## src/rtl/gpu_pkg.sv

```systemverilog
// Shared GPU front-end definitions: texel word, dispatcher states and
// the frame marker words used by the assembler and the dispatcher.
package gpu_pkg;

  localparam int TEXEL_W = 168;

  typedef logic [TEXEL_W-1:0] texel_t;

  typedef enum logic [1:0] {
    IDLE  = 2'd0,
    ISSUE = 2'd1,
    DRAIN = 2'd2
  } disp_state_t;

  // Frame marker words exchanged with the texel assembler.
  localparam texel_t FRAME_START = texel_t'(0);
  localparam texel_t FRAME_END   = texel_t'(1);

endpackage

```

## src/rtl/rr_arbiter.sv

```systemverilog
// Combinational round-robin arbiter: grants the first requester at or
// above ptr, wrapping around modulo N. Grant is one-hot or zero.
module rr_arbiter #(
  parameter int N     = 4,
  parameter int PTR_W = (N > 1) ? $clog2(N) : 1
) (
  input  logic [N-1:0]     req,
  input  logic [PTR_W-1:0] ptr,
  output logic [N-1:0]     grant,
  output logic             gnt_valid
);

  // Requests rotated so that bit 0 corresponds to the unit at ptr.
  logic [N-1:0]   rot_req;
  // Double-width one-hot used to fold a rotated position back into range.
  logic [2*N-1:0] hot;

  // Rotate requests down by ptr using a doubled copy of the vector.
  always_comb begin
    rot_req = N'({req, req} >> ptr);
  end

  // Priority-pick the first rotated request and map it back to a unit index.
  always_comb begin
    grant     = '0;
    gnt_valid = 1'b0;
    hot       = '0;
    for (int k = 0; k < N; k++) begin
      if (!gnt_valid && rot_req[k]) begin
        gnt_valid = 1'b1;
        hot       = ((2*N)'(1) << ptr) << k;
        grant     = hot[N-1:0] | hot[2*N-1:N];
      end
    end
  end

endmodule

```

## src/rtl/texel_dispatcher.sv

```systemverilog
// Texel dispatcher: hands each assembled triangle to an idle rasterizer
// chosen round-robin, counts triangles per frame and drains all units
// before acknowledging a frame end.
module texel_dispatcher #(
  parameter int NUM_RASTER = 4,
  parameter int TEXEL_W    = 168,
  parameter int CNT_W      = 16
) (
  input  logic                  clk,
  input  logic                  n_rst,
  input  logic [TEXEL_W-1:0]    texel_buffer,
  input  logic                  texel_ready,
  output logic                  texel_read,
  input  logic [NUM_RASTER-1:0] raster_busy,
  output logic [NUM_RASTER-1:0] raster_start,
  output logic [TEXEL_W-1:0]    raster_tri,
  input  logic                  frame_end_req,
  output logic                  frame_done,
  output logic [CNT_W-1:0]      tri_count
);

  import gpu_pkg::*;

  localparam int PTR_W = (NUM_RASTER > 1) ? $clog2(NUM_RASTER) : 1;

  disp_state_t           state_reg, state_next;
  logic [PTR_W-1:0]      rr_ptr_reg;
  logic [PTR_W-1:0]      rr_ptr_next;
  logic [NUM_RASTER-1:0] pending_reg;
  logic [NUM_RASTER-1:0] grant_reg;
  logic                  end_pend_reg;
  logic                  texel_read_reg;
  logic [NUM_RASTER-1:0] raster_start_reg;
  logic [TEXEL_W-1:0]    raster_tri_reg;
  logic                  frame_done_reg;
  logic [CNT_W-1:0]      tri_count_reg;

  logic [NUM_RASTER-1:0] avail;
  logic [NUM_RASTER-1:0] arb_grant;
  logic                  arb_valid;
  logic                  issue_go;
  logic                  drain_done;
  logic [PTR_W-1:0]      grant_idx;

  // A unit is available when it is not busy and was not started last cycle.
  generate
    for (genvar gi = 0; gi < NUM_RASTER; gi++) begin : g_avail
      assign avail[gi] = ~raster_busy[gi] & ~pending_reg[gi];
    end
  endgenerate

  rr_arbiter #(
    .N     (NUM_RASTER),
    .PTR_W (PTR_W)
  ) u_arb (
    .req       (avail),
    .ptr       (rr_ptr_reg),
    .grant     (arb_grant),
    .gnt_valid (arb_valid)
  );

  // Encode the latched grant and compute the pointer just past it.
  always_comb begin
    grant_idx = '0;
    for (int i = 0; i < NUM_RASTER; i++) begin
      if (grant_reg[i]) begin
        grant_idx = PTR_W'(i);
      end
    end
    if (grant_idx == PTR_W'(NUM_RASTER - 1)) begin
      rr_ptr_next = '0;
    end else begin
      rr_ptr_next = grant_idx + PTR_W'(1);
    end
  end

  // Next-state logic; issue_go and drain_done mark the transition edges.
  always_comb begin
    state_next = state_reg;
    issue_go   = 1'b0;
    drain_done = 1'b0;
    case (state_reg)
      IDLE: begin
        if (texel_ready && arb_valid && !end_pend_reg) begin
          state_next = ISSUE;
          issue_go   = 1'b1;
        end else if (end_pend_reg && !texel_ready) begin
          state_next = DRAIN;
        end
      end
      ISSUE: begin
        state_next = IDLE;
      end
      DRAIN: begin
        if ((raster_busy == '0) && (pending_reg == '0)) begin
          state_next = IDLE;
          drain_done = 1'b1;
        end
      end
      default: begin
        state_next = IDLE;
      end
    endcase
  end

  // State register.
  always_ff @(posedge clk or negedge n_rst) begin
    if (!n_rst) begin
      state_reg <= IDLE;
    end else begin
      state_reg <= state_next;
    end
  end

  // Registered handshake and start pulses, valid only during ISSUE.
  always_ff @(posedge clk or negedge n_rst) begin
    if (!n_rst) begin
      texel_read_reg   <= 1'b0;
      raster_start_reg <= '0;
      frame_done_reg   <= 1'b0;
    end else begin
      texel_read_reg   <= issue_go;
      raster_start_reg <= issue_go ? arb_grant : '0;
      frame_done_reg   <= drain_done;
    end
  end

  // Capture the triangle and the chosen unit when an issue begins.
  always_ff @(posedge clk or negedge n_rst) begin
    if (!n_rst) begin
      raster_tri_reg <= '1;
      grant_reg      <= '0;
    end else if (issue_go) begin
      raster_tri_reg <= texel_buffer;
      grant_reg      <= arb_grant;
    end
  end

  // Leaving ISSUE: mark the unit pending, advance the pointer, count it.
  always_ff @(posedge clk or negedge n_rst) begin
    if (!n_rst) begin
      pending_reg   <= '0;
      rr_ptr_reg    <= '0;
      tri_count_reg <= '0;
    end else begin
      pending_reg <= (state_reg == ISSUE) ? grant_reg : '0;
      if (state_reg == ISSUE) begin
        rr_ptr_reg    <= rr_ptr_next;
        tri_count_reg <= tri_count_reg + CNT_W'(1);
      end else if (drain_done) begin
        tri_count_reg <= '0;
      end
    end
  end

  // Frame-end request latch; requests arriving while draining are ignored.
  always_ff @(posedge clk or negedge n_rst) begin
    if (!n_rst) begin
      end_pend_reg <= 1'b0;
    end else if (drain_done) begin
      end_pend_reg <= 1'b0;
    end else if (frame_end_req && (state_reg != DRAIN)) begin
      end_pend_reg <= 1'b1;
    end
  end

  assign texel_read   = texel_read_reg;
  assign raster_start = raster_start_reg;
  assign raster_tri   = raster_tri_reg;
  assign frame_done   = frame_done_reg;
  assign tri_count    = tri_count_reg;

endmodule

```

## config.mk

```make
export PLATFORM = sky130hd
export DESIGN_NAME = texel_dispatcher
export DESIGN_NICKNAME = d
export VERILOG_FILES = /design/src/rtl/gpu_pkg.sv /design/src/rtl/rr_arbiter.sv /design/src/rtl/texel_dispatcher.sv
export SDC_FILE = /design/constraint.sdc
export NUM_CORES = 1
export LEC_CHECK = 0
export ABC_AREA = 1
export CAP_MARGIN = 20
export CELL_PAD_IN_SITES_DETAIL_PLACEMENT = 0
export CELL_PAD_IN_SITES_GLOBAL_PLACEMENT = 1
export CORE_UTILIZATION = 27
export DETAILED_ROUTE_END_ITERATION = 10
export PLACE_DENSITY_LB_ADDON = 0.2
export SYNTH_ARGS = -nofsm -noshare
export SYNTH_HDL_FRONTEND = slang
export SYNTH_SLANG_ARGS = --single-unit
```

## constraint.sdc

```tcl
create_clock -name clk -period 1.45 [get_ports clk]
set_input_delay 0.145 -clock clk [delete_from_list [all_inputs] [get_ports clk]]
set_output_delay 0.145 -clock clk [all_outputs]
set_load 0.1 [all_outputs]
```

# ---- Word level (Yosys, flattened, before mapping)
# Index checks and enable logic that the tools add are counted.
dict set report classes {
  order_cmp 0
  add_sub_neg 2
  div 0
  bitwise 16
  mux 26
  n_shift 2
  mul 0
  n_reduce_logical 19
  n_eq_ne 6
}
# cell count
set ops {}
lappend ops {{two-way mux 16 bit} 2}
lappend ops {{two-way mux 4 bit} 6}
lappend ops {{adder 16 x 1 -> 16 bit (second input constant)} 1}
lappend ops {{OR 4 bit} 4}
lappend ops {{two-way mux 2 bit} 6}
lappend ops {{two-way mux 1 bit} 11}
lappend ops {{logical AND 1 bit} 8}
lappend ops {{zero test 4 bit} 2}
lappend ops {{inverter 1 bit} 8}
lappend ops {{<< shifter 1 x 2 -> 8 bit (first input constant)} 1}
lappend ops {{>> shifter 8 x 2 -> 4 bit} 1}
lappend ops {{zero test 1 bit} 5}
lappend ops {{bitwise AND 1 bit} 4}
lappend ops {{== test 2 bit (second input constant)} 2}
lappend ops {{inequality test 2 bit (second input constant)} 2}
lappend ops {{case mux 2 bit (2 select lines)} 1}
lappend ops {{nonzero test 2 bit} 2}
lappend ops {{inequality test 3 bit (second input constant)} 1}
lappend ops {{adder 2 x 1 -> 2 bit (second input constant)} 1}
lappend ops {{== test 2 x 1 -> 1 bit (second input constant)} 1}
lappend ops {{zero test 2 bit} 1}
lappend ops {{AND reduction 2 bit} 1}
dict set report totals {
  rom_bits 0
  out_inout_bits 190
  elab_cells 81
  memories 0
  latchBits 0
  regBits 203
  in_bits 176
  ramBits 0
}

# ---- Longest topological paths before layout
dict set report depth {
  ltp_word 18
  mapped_depth 12
}

# ---- By module
# A second synthesis with hierarchy kept.
dict set report unflattened {
  cells_unflattened 992
  hier_area_um2 8555.7
}
# module area_per_inst_um2 cells_each seq_area_each_um2 n_inst
set modules_own_cells {}
lappend modules_own_cells {texel_dispatcher 8177.8 916 5290.1 1}
lappend modules_own_cells {rr_arbiter 377.9 76 0.0 1}

# ---- Worst setup path before layout
# OpenSTA, ideal clock, no wires.
dict set report synth_path {
  path_kind {register to register}
  start {register tri_count_reg[2] (netlist: tri_count[2])}
  end {register tri_count_reg[15] (netlist: tri_count[15])}
  arrival_time_ps 2125
  setup_ps 119
  path_stages_with_launch 9
  path_slack_ps -794
  synth_period_minus_slack_ps 2244
  required_ps 1331
  path_cell_list {dfrtp_1 -> nand3_1 -> nor2_1 -> nand4_1 -> nor2_1 -> nand3_1 -> nor2_1 -> nand2_1 -> and2_1}
}
dict set report synth_between {
  elab_chain_cells 2
}
# element line
set synth_rtl {}
lappend synth_rtl {{start, declared} texel_dispatcher.sv:36} ;# logic [CNT_W-1:0] tri_count_reg;
lappend synth_rtl {{start signal, assigned} texel_dispatcher.sv:149} ;# tri_count_reg <= tri_count_reg + CNT_W'(1);
lappend synth_rtl {{adder 16 x 1 -> 16 bit} texel_dispatcher.sv:149}
lappend synth_rtl {{two-way mux 16 bit} texel_dispatcher.sv:147} ;# if (state_reg == ISSUE) begin
# No other way between the ends.
# A chain may end at the register's enable or synchronous reset.

# ---- Worst setup path in the final report
dict set report layout_path {
  start {register rr_ptr_reg[0]}
  end {register raster_tri_reg[106] (netlist: raster_tri[106])}
}
dict set report layout_between {
  elab_chain_cells 15
}
# element line
set layout_rtl {}
lappend layout_rtl {{start, declared} texel_dispatcher.sv:27} ;# logic [PTR_W-1:0] rr_ptr_reg;
lappend layout_rtl {{start signal, assigned} texel_dispatcher.sv:148} ;# rr_ptr_reg <= rr_ptr_next;
lappend layout_rtl {{>> shifter 8 x 2 -> 4 bit *} rr_arbiter.sv:20} ;# rot_req = N'({req, req} >> ptr);
lappend layout_rtl {{two-way mux 1 bit} rr_arbiter.sv:29} ;# if (!gnt_valid && rot_req[k]) begin
lappend layout_rtl {{zero test 1 bit} rr_arbiter.sv:29}
lappend layout_rtl {{logical AND 1 bit} rr_arbiter.sv:29}
lappend layout_rtl {{two-way mux 1 bit} rr_arbiter.sv:29}
lappend layout_rtl {{zero test 1 bit} rr_arbiter.sv:29}
lappend layout_rtl {{logical AND 1 bit} rr_arbiter.sv:29}
lappend layout_rtl {{two-way mux 1 bit} rr_arbiter.sv:29}
lappend layout_rtl {{zero test 1 bit} rr_arbiter.sv:29}
lappend layout_rtl {{logical AND 1 bit} rr_arbiter.sv:29}
lappend layout_rtl {{two-way mux 1 bit *} rr_arbiter.sv:29}
lappend layout_rtl {{logical AND 1 bit * (2 in a row)} texel_dispatcher.sv:84} ;# if (texel_ready && arb_valid && !end_pend_reg) begin
lappend layout_rtl {{two-way mux 1 bit *} texel_dispatcher.sv:84}
lappend layout_rtl {{two-way mux 1 bit *} texel_dispatcher.sv:82} ;# case (state_reg)
lappend layout_rtl {{end signal, assigned} texel_dispatcher.sv:134} ;# raster_tri_reg <= texel_buffer;
lappend layout_rtl {{end, declared} texel_dispatcher.sv:34} ;# logic [TEXEL_W-1:0] raster_tri_reg;
# Mark *: on every way between the ends. The rest lies on a longest branch, timed or not.

==> flow_metrics.tcl <==
set metrics [dict create \
    synth.ff_latch_count 203 \
    finalMaxSlewViolations 0 \
    area_growth_pct 101 \
    wire_per_inst_um 16.1 \
    numCtsBuffers 25 \
    grt_pass1_wl_um 43500 \
    cts_sinks 203 \
    row_count 64 \
    max_freq_mhz 551 \
    coreArea_um2 30600 \
    relSlewSlack_pct 72.5 \
    netlist_area_um2 8380 \
    yosys_most_used_dff "dfstp_2" \
    grt_max_degree 43 \
    required_ps 1920 \
    vias_per_cell 4.29 \
    crit_start "rr_ptr_reg[0]$_DFFE_PN0P_" \
    synth.most_common_cell "nand2_1" \
    die-area_um2 31700 \
    cts_root_buffer "clkbuf_16" \
    antenna_found_initial 0 \
    drc 0 \
    drive_gt1_share_pct 41.8 \
    drt_iter0_markers 279 \
    n_antenna_cell 0 \
    fin_crit_sh_pct 125 \
    clk_path_buf_depth 3 \
    synth_top_area_share_pct 52.7 \
    fp.dieH_um 178 \
    setup_ws_ps -364 \
    cts_max_level 1 \
    wl_um 29600 \
    hpwl_um 19900 \
    async_reset_ff_share_pct 100 \
    largest_reg_flops 168 \
    grt_pass1_vias 7824 \
    cp-end-kind "flop" \
    worst_pin_slew_ps 413 \
    io_buffers 365 \
    timing.rr.start "rr_ptr_reg[0]$_DFFE_PN0P_" \
    synth.area.top_cells "dfstp_2 53%, nand2_1 26%, dfrtp_1 10%" \
    ys_top_cells_by_count "581 x nand2_1, 168 x dfstp_2, 39 x nor2_1" \
    finClkSkew_ps 6.84 \
    drt-pass1-iter-count 4 \
    setup_violations 197 \
    seq_area_frac_synth_pct 63.1 \
    nets 1599 \
    drv_cap 0 \
    synth.distinct_cells 28 \
    postLayoutCoreUtil_pct 55.1 \
    ios 366 \
    netlist_instances 960 \
    synth_largest_area_cell "dfstp_2" \
    num_vias 7873 \
    worstSkewPairLatency_ps 540 \
    setup.worst_path.class "flop to flop" \
    hold_violations 0 \
    clkTransAtPathRegs_ps 60 \
    yosysWarnings 0 \
    synth_edf_count 0 \
    synth_nets 1137 \
    synth.avg_cell_area_um2 8.73 \
    violations "setup timing" \
    place_congestion 0.862 \
    start_kind "flop" \
    crit_fanout 10 \
    arrival_ps 2280 \
    outcome "finished, violations left" \
    rsz0062_at_grt "true" \
    cts_tree "built" \
    hold_path.class "primary input to flop" \
    start_util_pct 27.4 \
    holdCritStartpoint "texel_buffer[103]" \
    grt_usage_pct 17.5 \
    fin_crit_ps 1810 \
    overflow 0 \
    fp.dieW_um 178 \
    ant_nets 0 \
]
routing by layer:
layer | GRT usage, % | up-vias | part of all wire [%]
li1 | - | 3853 | -
met1 | 20.9 | 3714 | 40
met2 | 29.2 | 264 | 48
met3 | 6.76 | 42 | 9.8
met4 | 5.05 | 0 | 2.1
met5 | 0 | - | 0
final cells by class:
type | instances | area (um^2)
clock buffers | 35 | 756
clock inverters | 10 | 194
fillers | 2649 | 13700
inverters | 33 | 139
multi-input cells | 683 | 3000
flip-flops and latches | 203 | 5320
well taps | 396 | 495
repair buffers | 476 | 6960
path summary, 6_finish.rpt:
kind                                               end  slack, ps  depth (start not counted)
setup / recovery           raster_tri[106]$_DFFE_PN1P_       -360                         11
hold / removal             raster_tri[103]$_DFFE_PN1P_        100                          3
setup reg to reg           raster_tri[106]$_DFFE_PN1P_       -360                         11
hold reg to reg               grant_reg[1]$_DFFE_PN0P_        480                          2
max in group asynchronous   raster_tri[95]$_DFFE_PN1P_        670                          3
min in group asynchronous     tri_count[4]$_DFFE_PN0P_        120                          2
cells in the final DEF, fill, tap and decap left out, types with 19 or more instances in the layout:
cell type | Yosys | layout
nand2_1 | 581 | 545
buf_4 | 22 | 57
dfstp_2 | 168 | 168
nor2_1 | 39 | 28
clkdlybuf4s50_1 | 0 | 174
clkbuf_16 | 0 | 38
dfrtp_1 | 35 | 19
inv_1 | 29 | 26
buf_6 | 1 | 19
buf_12 | 0 | 208
nand2_2 | 2 | 30
per-stage QoR:
stage               hold slack (ps)  cells  area (um^2)  setup TNS (ps)  worst slack (ps)
finish                          101   1836        16900          -58310              -364
CTS                            71.8   1821        16500          -50830              -308
floorplan                      -151    960         8610           -9610              -285
global route                   87.6   1836        16900          -77710              -442
global placement                120   1747        15000          -87390              -501
detailed placement              122   1747        15000          -95610              -565
worst max-delay path, stage by stage (launching register included):
cell	delay [ps]
dfrtp_2	480
inv_4	140
nand2_4	70
nand3_1	110
nand2_2	110
nand4_4	100
nand3_4	130
buf_12	180
buf_12	140
clkbuf_16	160
nand2_1	60
nand2_1	50
repair_timing:
action                     in CTS  in global routing
cloned                          3                 12
buffers inserted               27                  4
gates resized for setup        82                 22
pin swaps                      37                 14
hold buffers                    1                  0
setup endpoints to repair     230                339
hold endpoints to repair       60                  0
cell families (layout without fill, tap and decap cells):
group	after synthesis	count (layout)	synth area share (%)
buffers and inverters	74	554	4.67
DFF	203	203	63.1
adders and majority gates	1	1	0.149
and+or+nand+nor	655	655	30.2
AOI/OAI and AO/OA	27	27	1.87
Power is not shown: default switching activity piles up to over one toggle a cycle in this logic, so the estimate is an artifact.
